File: config.mk
export PLATFORM = sky130hd
export DESIGN_NAME = alu_dispatch
export DESIGN_NICKNAME = d
export VERILOG_FILES = /design/src/rtl/alu_dispatch.sv
export SDC_FILE = /design/constraint.sdc
export NUM_CORES = 1
export LEC_CHECK = 0
export CAP_MARGIN = 20
export CORE_MARGIN = 1
export CORE_UTILIZATION = 25
export CTS_BUF_LIST = sky130_fd_sc_hd__clkbuf_8
export CTS_CLUSTER_SIZE = 10
export DETAILED_ROUTE_END_ITERATION = 10
export PLACE_DENSITY_LB_ADDON = 0.1
export SYNTH_ARGS = -nofsm -noshare
export SYNTH_HDL_FRONTEND = slang
export SYNTH_SLANG_ARGS = --single-unit
File: constraint.sdc
create_clock -name i_clk -period 3.3 [get_ports i_clk]
set_input_delay 0.66 -clock i_clk [delete_from_list [all_inputs] [get_ports i_clk]]
set_output_delay 0.66 -clock i_clk [all_outputs]
set_load 0.01 [all_outputs]
File: src/rtl/alu_dispatch.sv
// alu_dispatch: sequences register-file commands through the registered ALU and returns results.
// Optional ALU_DISPATCH_STATS_EN adds o_stat_done/o_stat_stall counters.
package pck_control;
    typedef enum logic [3:0] {
        alu_cpa  = 4'd0,
        alu_cpb  = 4'd1,
        alu_add  = 4'd2,
        alu_sub  = 4'd3,
        alu_and  = 4'd4,
        alu_or   = 4'd5,
        alu_xor  = 4'd6,
        alu_slt  = 4'd7,
        alu_sltu = 4'd8
    } sel_alu_op_e;
endpackage

module alu_dispatch
    import pck_control::*;
#(
    parameter int BITS = 8,
    parameter int NREGS = 8,
    localparam int RW = $clog2(NREGS)
) (
    input  logic            i_clk,
    input  logic            i_rst_n,
    output logic            o_alu_rst,
    input  logic            i_cmd_valid,
    output logic            o_cmd_ready,
    input  sel_alu_op_e     i_cmd_op,
    input  logic [RW-1:0]   i_cmd_rd,
    input  logic [RW-1:0]   i_cmd_rs1,
    input  logic [RW-1:0]   i_cmd_rs2,
    input  logic [BITS-1:0] i_cmd_imm,
    input  logic            i_cmd_use_imm,
    output sel_alu_op_e     o_sel_op,
    output logic [BITS-1:0] o_op_a,
    output logic [BITS-1:0] o_op_b,
    input  logic [BITS-1:0] i_alu_res,
    output logic            o_res_valid,
    input  logic            i_res_ready,
    output logic [BITS-1:0] o_res_data,
    output logic [RW-1:0]   o_res_rd
`ifdef ALU_DISPATCH_STATS_EN
    ,
    output logic [31:0]     o_stat_done,
    output logic [31:0]     o_stat_stall
`endif
);
    typedef enum logic [1:0] {IDLE, EXEC, CAPT, RESP} state_e;

    state_e          r_state, w_next;
    logic [1:0]      r_alu_rst;
    sel_alu_op_e     r_sel_op;
    logic [BITS-1:0] r_op_a, r_op_b, r_res_data;
    logic [RW-1:0]   r_rd, r_res_rd;
    logic [BITS-1:0] r_regs [NREGS];
    logic            w_accept;

    assign o_alu_rst   = r_alu_rst[1];
    assign o_cmd_ready = (r_state == IDLE) && !o_alu_rst;
    assign w_accept    = i_cmd_valid && o_cmd_ready;
    assign o_res_valid = (r_state == RESP);
    assign o_sel_op    = r_sel_op;
    assign o_op_a      = r_op_a;
    assign o_op_b      = r_op_b;
    assign o_res_data  = r_res_data;
    assign o_res_rd    = r_res_rd;

    // ALU reset releases two edges after i_rst_n rises
    always_ff @(posedge i_clk or negedge i_rst_n) begin
        if (!i_rst_n) r_alu_rst <= 2'b11;
        else          r_alu_rst <= {r_alu_rst[0], 1'b0};
    end

    always_ff @(posedge i_clk or negedge i_rst_n) begin
        if (!i_rst_n) r_state <= IDLE;
        else          r_state <= w_next;
    end

    always_comb begin
        w_next = r_state;
        case (r_state)
            IDLE:    w_next = w_accept ? EXEC : IDLE;
            EXEC:    w_next = CAPT;
            CAPT:    w_next = RESP;
            default: w_next = i_res_ready ? IDLE : RESP;
        endcase
    end

    always_ff @(posedge i_clk or negedge i_rst_n) begin
        if (!i_rst_n) begin
            r_sel_op   <= alu_cpa;
            r_op_a     <= '0;
            r_op_b     <= '0;
            r_rd       <= '0;
            r_res_data <= '0;
            r_res_rd   <= '0;
            for (int i = 0; i < NREGS; i++) r_regs[i] <= '0;
        end else begin
            if (w_accept) begin
                r_sel_op <= i_cmd_op;
                r_op_a   <= r_regs[i_cmd_rs1];
                r_op_b   <= i_cmd_use_imm ? i_cmd_imm : r_regs[i_cmd_rs2];
                r_rd     <= i_cmd_rd;
            end
            // reg[0] is never written so it always reads as zero
            if (r_state == CAPT) begin
                r_res_data <= i_alu_res;
                r_res_rd   <= r_rd;
                if (r_rd != '0) r_regs[r_rd] <= i_alu_res;
            end
        end
    end

`ifdef ALU_DISPATCH_STATS_EN
    always_ff @(posedge i_clk or negedge i_rst_n) begin
        if (!i_rst_n) begin
            o_stat_done  <= '0;
            o_stat_stall <= '0;
        end else if (r_state == RESP) begin
            if (i_res_ready) o_stat_done  <= o_stat_done + 32'd1;
            else             o_stat_stall <= o_stat_stall + 32'd1;
        end
    end
`endif
endmodule

# Word level (Yosys, flattened, before mapping)
# Cells that the tools add are included.
# totals
ff_bits	102
latch_bits	0
ram_bits	0
rom_bits	0
input_bits	34
output_inout_bits	34
wordCells	46
mem_count	0
# classes
n_addsub	0
n_mul	0
n_div	0
magnitude_cmp	4
eq_ne	3
shifts	0
muxes	13
n_bitwise	3
reduce_logical	7
# op_table
op	n
bitwise mux 64 bit	1
binary-select mux 8 bit (select 3 bit)	2
two-way mux 8 bit	6
demux 8 bit (select 3 bit)	1
>= comparator 4 bit (second input constant)	3
NOT 3 -> 4 bit	3
one-hot mux 2 bit (3 select lines)	1
equality test 2 bit (second input constant)	2
less-than comparator 4 x 1 -> 1 bit (second input constant)	1
logical AND 1 bit	3
nonzero test 3 bit	1
equality test 2 x 1 -> 1 bit (second input constant)	1
zero test 2 bit	1
two-way mux 2 bit	1
AND reduction 2 bit	1
zero test 1 bit	1
two-way mux 1 bit	1

# Depth between registers and ports, before layout
# logic_depth
ltp_word	6
mapped_depth	6
ltp_nobuf	5

# Least setup slack after synthesis
# No wires, ideal clock.
# synth_path
path_type	input -> register
start	input i_cmd_rs1[0]
end	register r_op_a[5] (netlist: o_op_a[5])
setup_time_ps	135
arrival_time_ps	1485
required_time_ps	3165
slack_ps	1680
stages	5
n_path_buf	2
cell_sequence	buf_4 -> buf_6 -> mux2_2 -> o22ai_1 -> o31ai_2
# synth_between
elab_chain_len	4
# synth_lines
item	line_no	source
start: declaration	31	input logic [RW-1:0] i_cmd_rs1,
NOT 3 -> 4 bit (not written as such)	102	r_op_a <= r_regs[i_cmd_rs1];
binary-select mux 8 bit (select 3 bit)	102	
two-way mux 8 bit (not written as such) (2 in series)	102	
end signal: assignment	102	
end: declaration	54	logic [BITS-1:0] r_op_a, r_op_b, r_res_data;
# Every way passes these cells. The select of a mux whose other input is x is not followed.
# A chain may end at the register's enable or synchronous reset.

# Worst setup path after layout
# layout_path
start	register r_state[0]
end	output o_cmd_ready
# layout_between
elab_chain_len	2
# layout_lines
item	line_no	source
start: declaration	51	state_e r_state, w_next;
start signal: assignment	77	else r_state <= w_next;
zero test 2 bit	60	assign o_cmd_ready = (r_state == IDLE) && !o_alu_rst;
logical AND 1 bit	60	
end: declaration	28	output logic o_cmd_ready,
# Every way passes these cells.

==> flow_summary.toml <==
[timing]
fin_ws_ps = 827.4
finClkSkew_ps = 6.500
max_slew_margin_pct = 44.33
rsz0062_at_grt = "no"
drv_slew = 0
finalSetupTns_ps = 0
final-hold-violation-count = 0
setup_viol = 0
timing.final.crit_period_ps = 2473
max_slew.worst_pin.slew_ps = 831.9
finalCritPeriodShare_pct = 74.93
max_freq_ghz = 0.4044
holdWs_ps = 198.4

[placed_design]
gp_congestion = 0.7273
dp_slack_ps = 791.8
dp_hpwl_um = 9881
placed_area_um2 = 5886
io_buffer_count = 67

[logic_synthesis]
ys_async_sr_fraction_pct = 100.0
synthTopCellsByArea = "dfrtp_1 (50%), mux2_2 (20%), mux2i_1 (7.9%)"
synthesis.area_um2 = 5039
yosys_most_used_dff = "dfrtp_1"
synth-seq-cells = 102
yosysTopAreaCell = "dfrtp_1"
syn_nets = 425
yosys_warnings = 0
ys_seq_area_share_pct = 50.71
syn_area_per_cell_um2 = 12.99
netlist.area_leader.share_pct = 49.66
yosysUniqueCellTypes = 39
syn_inst = 388
synth-edff-count = 0

[floorplanning]
fp.dieH_um = 144.0
io_pins = 68
num_rows = 51
core-area_um2 = 19590
die_area_um2 = 20730
die_w_um = 144.0
initial_core_util_pct = 25.72

[global_routing]
grt_max_degree = 72
grt_use_total_pct = 14.98
grt_pass1_vias = 3419
overflow = 0
antenna_found_initial = 0
grt_pass1_wl_um = 22040

[power_and_ir_drop]
vdd_ir_drop_max_v = 0.0002332
pwr_density_cell_nw_per_um2 = 861.7
p_leak_nw = 2.599

[job]
cap_violations = 0

[routing]
drc_errors = 0
drtIter0Drc = 151
ant_nets = 0
avgViaCountPerCell = 4.512
num_vias = 3208
dr.pass1.iters = 4
wire_per_inst_um = 20.19
routed_wl_um = 14350

[critical_path]
critPathMaxFanout = 4
r2r_start = "r_state[0]"
cp.arrival_ps = 1810
reg2reg_depth = 5
timing.critical_path.from = "r_state[0]"
crit_type = "register to primary output"
crit_path_start_kind = "register"
critPathCaptureType = "primary output"
required_ps = 2640

[clock_tree]
cts.reportedPaths.clkPinSlew_ps = 100
clock_sinks = 102
h-tree-depth = 3
root_buffer = "clkbuf_8"
cts_buffer_depth = 2
cts_hold_buf = 0
insertion_delay_ps = 390
cts_tree = "yes"
numCtsBuffers = 9
cts_resized = 0
post-cts-setup-buffers = 0

[finish]
final_area_um2 = 6171
drive_above_1_share_pct = 28.70
diodes = 0
area_growth_pct = 22.47
final_common_cell = "dfrtp_1"
final_nets = 478
final_cell_mix = "dfrtp_1 (100), mux2_2 (88), clkdlybuf4s50_1 (65)"

[run_status]
outcome = "finished, final reports clean"

[worst_hold_path]
hp-class = "primary input to asynchronous set/reset pin"
-- worst max-delay path: stages (launching register included) --
cell             delay (ps)
dfrtp_1                 390
inv_1                    80
ha_1                    240
nor2b_1                 160
clkdlybuf4s50_1         540
-- area by class of cell --
type | count | area [µm²]
Fill cell | 1981 | 13420
Sequential cell | 102 | 2555
Multi-Input combinational cell | 249 | 2248
Timing Repair Buffer | 75 | 735.7
Tap cell | 265 | 331.6
Clock inverter | 7 | 161.4
Clock buffer | 9 | 123.9
Inverter | 4 | 15.01
-- where the power goes --
group | switching, mW | internal, mW
combinational | 0.788 | 1.14
sequential | 0.449 | 1.81
clock | 0.471 | 0.654
total | 1.71 | 3.61
-- metal layers --
metal,track usage (%),vias to the layer above,part of all wire (%)
met5,0,-,0
met4,6.439,0,1.9
met3,1.866,14,2.8
met2,21.56,43,43
met1,22.21,1627,52
li1,-,1524,-
-- flip-flops by register name, indices dropped and copies added (netlist names) --
name	cells
r_regs	64
o_op_a	8
o_op_b	8
o_res_data	8
o_sel_op	4
o_res_rd	3
r_rd	3
r_alu_rst	2
r_state	2
-- cell usage after synthesis, drive strengths merged (4+ instances only) --
master and instances:
mux2 91, o31ai 11, buf 20, inv 4, clkbuf 13, dfrtp 100
o221ai 5, o22ai 16, o221a 5, mux2i 40, nand3b 6, o21ai 4
nand2 32, a22o 8, nor2b 5
-- path summary, 6_finish.rpt --
| path | to | slack [ps] |
|---|---|---|
| max | o_cmd_ready | 830 |
| min | o_res_data[1] | 200 |
| max reg2reg | r_regs[46] | 1270 |
| min reg2reg | r_alu_rst[1] | 360 |
| max in group asynchronous | r_alu_rst[0] | 2330 |
| min in group i_clk | r_alu_rst[1] | 360 |
-- metrics by stage --
| stage | utilization, % | instances | power, mW |
|---|---|---|---|
| after detailed placement | 30.04 | 695 | 4.243 |
| final | 31.50 | 711 | 5.318 |
| after CTS | 31.50 | 711 | 5.385 |
| after floorplan | - | 388 | 3.406 |
| after global placement | 30.04 | 695 | 4.216 |
| after global routing | 31.50 | 711 | 5.668 |
-- cell families after synthesis --
logic type | after synthesis | synth area share (%)
other | 1 | 0.07443
adders and majority gates | 3 | 0.7451
AOI/OAI and AO/OA | 53 | 8.145
muxes | 131 | 28.28
and+or+nand+nor | 61 | 7.375
buffers and inverters | 37 | 4.669
DFF | 102 | 50.71
(Power assumes the default switching activity.)
